### config.mk
export PLATFORM = sky130hd
export DESIGN_NAME = dom_rand_gen
export DESIGN_NICKNAME = d
export VERILOG_FILES = /design/src/rtl/dom_pkg.sv /design/src/rtl/lfsr_adv.sv /design/src/rtl/dom_rand_gen.sv
export SDC_FILE = /design/constraint.sdc
export NUM_CORES = 1
export LEC_CHECK = 0
export ABC_AREA = 1
export BUFFER_PORTS_ARGS = -buffer_cell sky130_fd_sc_hd__clkbuf_2
export CORE_MARGIN = 8
export CORE_UTILIZATION = 61
export CTS_BUF_LIST = sky130_fd_sc_hd__clkbuf_8
export CTS_CLUSTER_SIZE = 12
export DETAILED_ROUTE_END_ITERATION = 8
export MAX_ROUTING_LAYER = met4
export PLACE_DENSITY = 0.82
export SLEW_MARGIN = 30
export SYNTH_ARGS = -nofsm -noshare
export SYNTH_HDL_FRONTEND = slang
export SYNTH_SLANG_ARGS = --single-unit
### constraint.sdc
create_clock -name clk -period 1.9 [get_ports clk]
set_clock_uncertainty 0.15 [all_clocks]
set_input_delay 0.095 -clock clk [delete_from_list [all_inputs] [get_ports clk]]
set_output_delay 0.095 -clock clk [all_outputs]
set_load 0.02 [all_outputs]
### src/rtl/dom_pkg.sv
// rtl/dom_pkg.sv - shared LFSR constants, FSM state type and single-step helper for the DOM randomness source
package dom_pkg;

    localparam int          LFSR_W        = 32;
    localparam logic [31:0] LFSR_TAPS     = 32'h8020_0003;
    localparam logic [31:0] FALLBACK_SEED = 32'h1;

    typedef enum logic [1:0] {
        ST_UNSEEDED,
        ST_WARMUP,
        ST_RUN
    } gen_state_t;

    // Fibonacci step: taps 31, 21, 1, 0 fold into the new LSB.
    function automatic logic [LFSR_W-1:0] lfsr_step(input logic [LFSR_W-1:0] s);
        return {s[LFSR_W-2:0], ^(s & LFSR_TAPS)};
    endfunction

endpackage

### src/rtl/lfsr_adv.sv
// rtl/lfsr_adv.sv - combinational STEPS-fold unrolling of the 32-bit Fibonacci LFSR
module lfsr_adv
    import dom_pkg::*;
#(
    parameter int STEPS = 8
) (
    input  logic [LFSR_W-1:0] i_s,
    output logic [LFSR_W-1:0] o_s
);

    always_comb begin
        o_s = i_s;
        for (int k = 0; k < STEPS; k++) begin
            o_s = lfsr_step(o_s);
        end
    end

endmodule

### src/rtl/dom_rand_gen.sv
// rtl/dom_rand_gen.sv - seeded LFSR delivering one 2-bit Z mask per DOM gadget with valid/ready and reseed request
module dom_rand_gen
    import dom_pkg::*;
#(
    parameter int N_GADGETS       = 4,
    parameter int WARMUP_WORDS    = 1,
    parameter int RESEED_INTERVAL = 1024
) (
    input  logic                   clk,
    input  logic                   rst_n,
    input  logic                   seed_valid,
    input  logic [31:0]            seed_data,
    output logic                   seed_ready,
    output logic [2*N_GADGETS-1:0] rand_o,
    output logic                   rand_valid,
    input  logic                   rand_ready,
    output logic                   reseed_req,
    output logic                   seed_err
);

    localparam int          RW        = 2 * N_GADGETS;
    localparam logic [15:0] WARM_LAST = 16'(WARMUP_WORDS);
    localparam logic [15:0] RESEED_AT = 16'(RESEED_INTERVAL);

    gen_state_t        r_state, w_state_next;
    logic [LFSR_W-1:0] r_s, w_s_next, w_s_adv;
    logic [15:0]       r_warm_cnt, w_warm_next, w_warm_inc;
    logic [15:0]       r_word_cnt, w_word_next, w_word_inc;
    logic              r_reseed, w_reseed_next;
    logic              r_seed_err, w_seed_err_next;

    lfsr_adv #(.STEPS(RW)) u_adv (
        .i_s (r_s),
        .o_s (w_s_adv)
    );

    assign w_warm_inc = r_warm_cnt + 16'd1;
    assign w_word_inc = r_word_cnt + 16'd1;

    always_ff @(posedge clk or negedge rst_n) begin
        if (!rst_n) begin
            r_state    <= ST_UNSEEDED;
            r_s        <= '0;
            r_warm_cnt <= '0;
            r_word_cnt <= '0;
            r_reseed   <= 1'b0;
            r_seed_err <= 1'b0;
        end else begin
            r_state    <= w_state_next;
            r_s        <= w_s_next;
            r_warm_cnt <= w_warm_next;
            r_word_cnt <= w_word_next;
            r_reseed   <= w_reseed_next;
            r_seed_err <= w_seed_err_next;
        end
    end

    always_comb begin
        w_state_next    = r_state;
        w_s_next        = r_s;
        w_warm_next     = r_warm_cnt;
        w_word_next     = r_word_cnt;
        w_reseed_next   = r_reseed;
        w_seed_err_next = r_seed_err;
        seed_ready      = 1'b1;
        rand_valid      = (r_state == ST_RUN);

        // A seed always wins, even over a same-cycle rand handshake.
        if (seed_valid) begin
            w_s_next        = (seed_data == 32'h0) ? FALLBACK_SEED : seed_data;
            w_seed_err_next = (seed_data == 32'h0);
            w_word_next     = '0;
            w_reseed_next   = 1'b0;
            w_warm_next     = '0;
            w_state_next    = (WARMUP_WORDS > 0) ? ST_WARMUP : ST_RUN;
        end else begin
            case (r_state)
                ST_WARMUP: begin
                    w_s_next    = w_s_adv;
                    w_warm_next = w_warm_inc;
                    if (w_warm_inc == WARM_LAST) begin
                        w_state_next = ST_RUN;
                    end
                end
                ST_RUN: begin
                    if (rand_ready) begin
                        w_s_next = w_s_adv;
                        if (r_word_cnt != 16'hFFFF) begin
                            w_word_next = w_word_inc;
                            if (w_word_inc == RESEED_AT) begin
                                w_reseed_next = 1'b1;
                            end
                        end
                    end
                end
                default: ;
            endcase
        end
    end

    assign rand_o     = r_s[RW-1:0];
    assign reseed_req = r_reseed;
    assign seed_err   = r_seed_err;

endmodule
==> Yosys cells after proc, flatten, opt, wreduce, memory -nomap -nowiden <==
Index checks and enable logic that the tools add are counted.
{ "op_classes": {"addsub": 2, "eq_ne": 6, "n_mux": 18, "n_reduce_logical": 20} }
{ "op_table": {"columns": ["operator", "n"], "rows": [
  ["$reduce_xor A32 Y1", 8],
  ["$mux W16", 6],
  ["$mux W32", 3],
  ["$pmux W32 S2", 1],
  ["$add A16 B1 Y16 const B", 2],
  ["$logic_not A32 Y1", 1],
  ["$eq A16 B1 Y1 const B", 1],
  ["$eq A16 B11 Y1 const B", 1],
  ["$ne A16 B16 Y1 const B", 1],
  ["$reduce_bool A2 Y1", 6],
  ["$mux W2", 3],
  ["$mux W1", 5],
  ["$reduce_and A2 Y1", 2],
  ["$reduce_and A4 Y1", 1],
  ["$ne A3 B2 Y1 const B", 1],
  ["$reduce_and A3 Y1", 1],
  ["$reduce_bool A3 Y1", 1],
  ["$eq A2 B1 Y1 const B", 1],
  ["$eq A2 B2 Y1 const B", 1]
]} }
{ "word_totals": {"register_bits": 68, "input_bits": 36} }

==> Depth between registers and ports, before layout <==
{ "logic_depth": {"depth_word": 11, "ltp_mapped": 15, "depth_no_buf": 14} }

==> By module <==
A second synthesis with hierarchy kept.
{ "hier_totals": {"hier_cells": 662, "area_unflattened_um2": 4510.6} }
{ "modules_own_cells": {"columns": ["module", "n_inst", "cells_each", "area_per_inst_um2", "seq_area_each_um2"], "rows": [
  ["dom_rand_gen", 1, 551, 3920.0, 1701.6],
  ["lfsr_adv", 1, 111, 590.6, 0.0]
]} }

==> Worst setup path after synthesis <==
Ideal clock, no wire load.
{ "synth_path": {"kind": "flip-flop to flip-flop", "from": "register r_state[0]", "to": "register r_s[17]", "setup_time_ns": 0.133, "t_arrival_ns": 1.484, "required_time_ns": 1.617, "setup_slack_ns": 0.133, "path_stages_with_launch": 10, "path_buffers": 1, "synth_period_minus_slack_ns": 1.767, "path_cell_list": "dfrtp_1 > nor2_1 > nand2_1 > inv_1 > nor2_4 > inv_2 > buf_2 > o21ai_0 > a21oi_1 > a21oi_1"} }
{ "synth_between": {"elab_chain_len": 3, "elab_cells_between_ends": 7, "classes_between": "eq/ne (3); mux (2); reduce/logical (2)"} }
{ "synth_rtl": {"columns": ["item", "line", "rtl"], "rows": [
  ["from (decl)", "dom_rand_gen.sv:25", "gen_state_t r_state, w_state_next;"],
  ["from (signal assigned)", "dom_rand_gen.sv:49", "r_state <= w_state_next;"],
  ["$eq A2 B2 Y1 (*)", null, null],
  ["net rand_valid", "dom_rand_gen.sv:15", "output logic rand_valid,"],
  ["$pmux W32 S2, or another cell as far along", "dom_rand_gen.sv:77", "case (r_state)"],
  ["$mux W32 / $reduce_and A2 Y1 (equally long branches)", null, null],
  ["to (signal assigned)", "dom_rand_gen.sv:50", "r_s <= w_s_next;"],
  ["to (decl)", "dom_rand_gen.sv:26", "logic [LFSR_W-1:0] r_s, w_s_next, w_s_adv;"]
]} }
Mark *: on every way through the listed nets, which the timed path passes. The rest lies on a longest branch.
A chain may end at the register's enable or synchronous reset.

==> Worst setup path in the final report <==
{ "layout_path": {"from": "register r_word_cnt[0]", "to": "register r_reseed, in the netlist reseed_req"} }
{ "layout_between": {"elab_chain_len": 4, "elab_cells_between_ends": 6, "classes_between": "add/sub (1); eq/ne (2); reduce/logical (3)"} }
{ "layout_rtl": {"columns": ["item", "line", "rtl"], "rows": [
  ["from (decl)", "dom_rand_gen.sv:28", "logic [15:0] r_word_cnt, w_word_next, w_word_inc;"],
  ["from (signal assigned)", "dom_rand_gen.sv:52", "r_word_cnt <= w_word_next;"],
  ["$add A16 B1 Y16", "dom_rand_gen.sv:38", "assign w_word_inc = r_word_cnt + 16'd1;"],
  ["$eq A16 B11 Y1", "dom_rand_gen.sv:90", "if (w_word_inc == RESEED_AT) begin"],
  ["$reduce_bool A2 Y1 (no source line)", null, null],
  ["$reduce_and A4 Y1 (no source line) (*)", null, null],
  ["to (signal assigned)", "dom_rand_gen.sv:53", "r_reseed <= w_reseed_next;"],
  ["to (decl)", "dom_rand_gen.sv:29", "logic r_reseed, w_reseed_next;"]
]} }
Mark *: on every way between the ends. The rest lies on a longest branch, timed or not.

==> run_results.csv <==
group,metric,value,unit
pwr,power_frac_clock,20.2,%
die,dieArea,10370,um2
route,drc,0,
die,die_y,101.8,um
timing,period_minus_slack,2.014,ns
clock_tree,cts_tree,"done",
logic_synthesis,syn_inst,652,
outcome,violations,"setup timing",
route,drt_iter0_markers,511,
grt,grt_overflow,0,
cells_and_area,nets,786,
die,core,7214,um2
pwr,p_leak,2.740,nW
pwr,p_seq_share,29.5,%
logic_synthesis,synth_common_cells,"nand2_1 (191), nor2_1 (76), dfrtp_1 (68)",
clock_tree,htree_num_levels,3,
timing,tns,-0.1598,ns
pwr,finalPower,7.604,mW
place,dp_cells,786,
clock_tree,clock_latency,0.36,ns
cells_and_area,num_antenna_cells,0,
timing,hold_viol,0,
pwr,ir_drop,1.098,mV
die,start_util,62.31,%
route,drt_wl_total,13.68,mm
worst_setup_path,crit_type,"register to register",
timing,slew_violations,0,
worst_setup_path,cp-end-kind,"register",
timing,finalWorstSetupSlack,-0.1143,ns
grt,grt_pass1_vias,4531,
cells_and_area,finalNonFillerCells,851,
worst_setup_path,cp.arrival,2.15,ns
worst_setup_path,worstPathMaxFanout,3,
die,die_width,101.8,um
clock_tree,cts.sinks,68,
pwr,switching_share,44.22,%
grt,grt_pass1_wl,20.61,mm
clock_tree,clk_pin_slew,0.07,ns
place,place.gp.congestion,1.009,
grt,grt_max_degree,69,
place,place_ws,-0.009233,ns
timing,post-route-period-util,106.0,%
place,io_buffer_count,46,
pwr,power_frac_comb,50.3,%
route,vias,4917,
clock_tree,clock-root-buffer,"clkbuf_8",
logic_synthesis,synth_area_leaders,"dfrtp_1 (38%), nand2_1 (16%), nor2_1 (6.3%), a21oi_1 (5.8%), inv_1 (5.5%)",
clock_tree,cts_buffer_depth,2,
place,dp_hpwl,8.635,mm
logic_synthesis,synth-async-reset-ratio,100.0,%
logic_synthesis,yosys.cell_count.top_type,"nand2_1",
logic_synthesis,ys_seq_area_share,37.85,%
pwr,power.switching,3.362,mW
pwr,intPower,4.242,mW
logic_synthesis,syn_nets,691,
timing,setup_viol,2,
timing,rsz0062_at_grt,"true",
logic_synthesis,yosysWarnings,0,
grt,antenna_found_initial,0,
logic_synthesis,ys_seq_elements,68,
logic_synthesis,postSynthAreaPerCell,6.895,um2
die,ioPinCount,48,
grt,grt_usage,25.70,%
worst_setup_path,start_kind,"register",
logic_synthesis,synth_top_cell_by_area,"dfrtp_1",
min_path,worst_hold_path_type,"input pin to register",
route,viasPerCell,5.778,
route,routedWlPerCell,16.07,um
outcome,outcome,"finished with violations",
timing,fmax,0.4964,GHz
clock_tree,cts_buffers,9,
cells_and_area,area_growth,28.14,%
cells_and_area,final_util,79.85,%
worst_setup_path,required,2.04,ns
logic_synthesis,synth_cell_types,41,
logic_synthesis,synth_top_area_share,37.85,%
logic_synthesis,syn_area,4496,um2
route,ant_nets,0,
pwr,powerDensity,1320,nW/um2
logic_synthesis,synth_top_flop_cell,"dfrtp_1",
cells_and_area,drive_gt1_share,26.20,%
route,firstDrtPassIters,6,
job,drv_cap,0,
die,fp-row-count,31,
logic_synthesis,synth_edf_count,0,
-- metrics by stage --
step	cell area, um2	hold slack [ns]
after floorplan	4496	-0.3506
after global placement	4820	-0.005883
after detailed placement	4820	-0.001937
after CTS	5400	0.04514
after global routing	5761	0.08668
final	5761	0.06448
-- critical path: stages (launching register included) --
cell	delay [ns]
dfrtp_1	0.37
ha_2	0.19
nand2_2	0.08
nor2_4	0.14
buf_4	0.16
nand3_2	0.10
xor2_2	0.22
nand3_1	0.16
nor2_2	0.13
nand3_1	0.10
a21oi_2	0.14
-- flip-flops by register name (all words and copies together) (netlist names) --
| signal | count |
|---|---|
| r_s | 32 |
| r_warm_cnt | 16 |
| r_word_cnt | 16 |
| r_state | 2 |
| reseed_req | 1 |
| seed_err | 1 |
-- power by group through the flow --
stage	Sequential [mW]	Combinational, mW	Clock, mW
finish	2.24	3.83	1.53
CTS	2.17	3.14	1.51
detailed placement	2.19	3.06	0
global placement	2.17	2.95	0
floorplan	2.11	2.41	0
global route	2.28	4.17	1.61
-- cells by family (layout without fill, tap and decap cells) --
kind of cell / after synthesis / in the layout / synth area share (%)
simple gates: 348 / 348 / 33.34
compound gates: 118 / 118 / 15.36
buf+inv: 100 / 200 / 9.797
flops: 68 / 68 / 37.85
xor+xnor: 14 / 14 / 2.727
fa+ha+maj: 3 / 3 / 0.8350
other cells: 1 / 1 / 0.08342
-- metal layers --
| metal | wire length, um | GRT usage, % |
|---|---|---|
| met3 | 1245 | 4.632 |
| met2 | 6537 | 38.78 |
| met4 | 564 | 13.43 |
| met1 | 5328 | 32.34 |
| met5 | 0 | - |
-- final timing paths --
| kind | start | to | slack (ns) | cells past startpoint |
|---|---|---|---|---|
| hold reg to reg | r_state[1]$_DFFE_PN0P_ | r_state[1]$_DFFE_PN0P_ | 0.36 | 2 |
| setup reg to reg | r_word_cnt[0]$_DFFE_PN0P_ | reseed_req$_DFFE_PN0P_ | -0.11 | 10 |
| setup / recovery | r_word_cnt[0]$_DFFE_PN0P_ | reseed_req$_DFFE_PN0P_ | -0.11 | 10 |
| max in group asynchronous | rst_n | r_word_cnt[2]$_DFFE_PN0P_ | 1.13 | 3 |
| min in group asynchronous | rst_n | r_warm_cnt[5]$_DFFE_PN0P_ | 0.14 | 3 |
| hold / removal | rand_ready | r_word_cnt[8]$_DFFE_PN0P_ | 0.06 | 5 |
-- cell usage in the layout, fill, tap and decap left out, types with 25 or more instances in the layout --
cell,n
nand2_1,169
nor2_1,71
dfrtp_1,60
inv_1,53
a21oi_1,52
clkbuf_2,45
nand3_1,37
dlygate4sd3_1,33
nand2_2,27
buf_4,27
o21ai_0,25
-- cell type report --
type / count / area [um2]
clock buffers: 11 / 151.4
clock inverters: 5 / 98.84
fillers: 480 / 1454
multi-input cells: 484 / 2549
repair buffers: 112 / 848.3
inverters: 72 / 277.8
well taps: 99 / 123.9
flip-flops and latches: 68 / 1712
-- repair_timing --
action	4_1_cts	5_1_grt
hold endpoints to repair	104	0
endpoints found under the setup margin	2	26
gates resized for setup	1	82
hold buffers	33	0
setup buffers	0	17
pin swaps	0	23
Note: power is estimated with default switching activity, not from simulation.
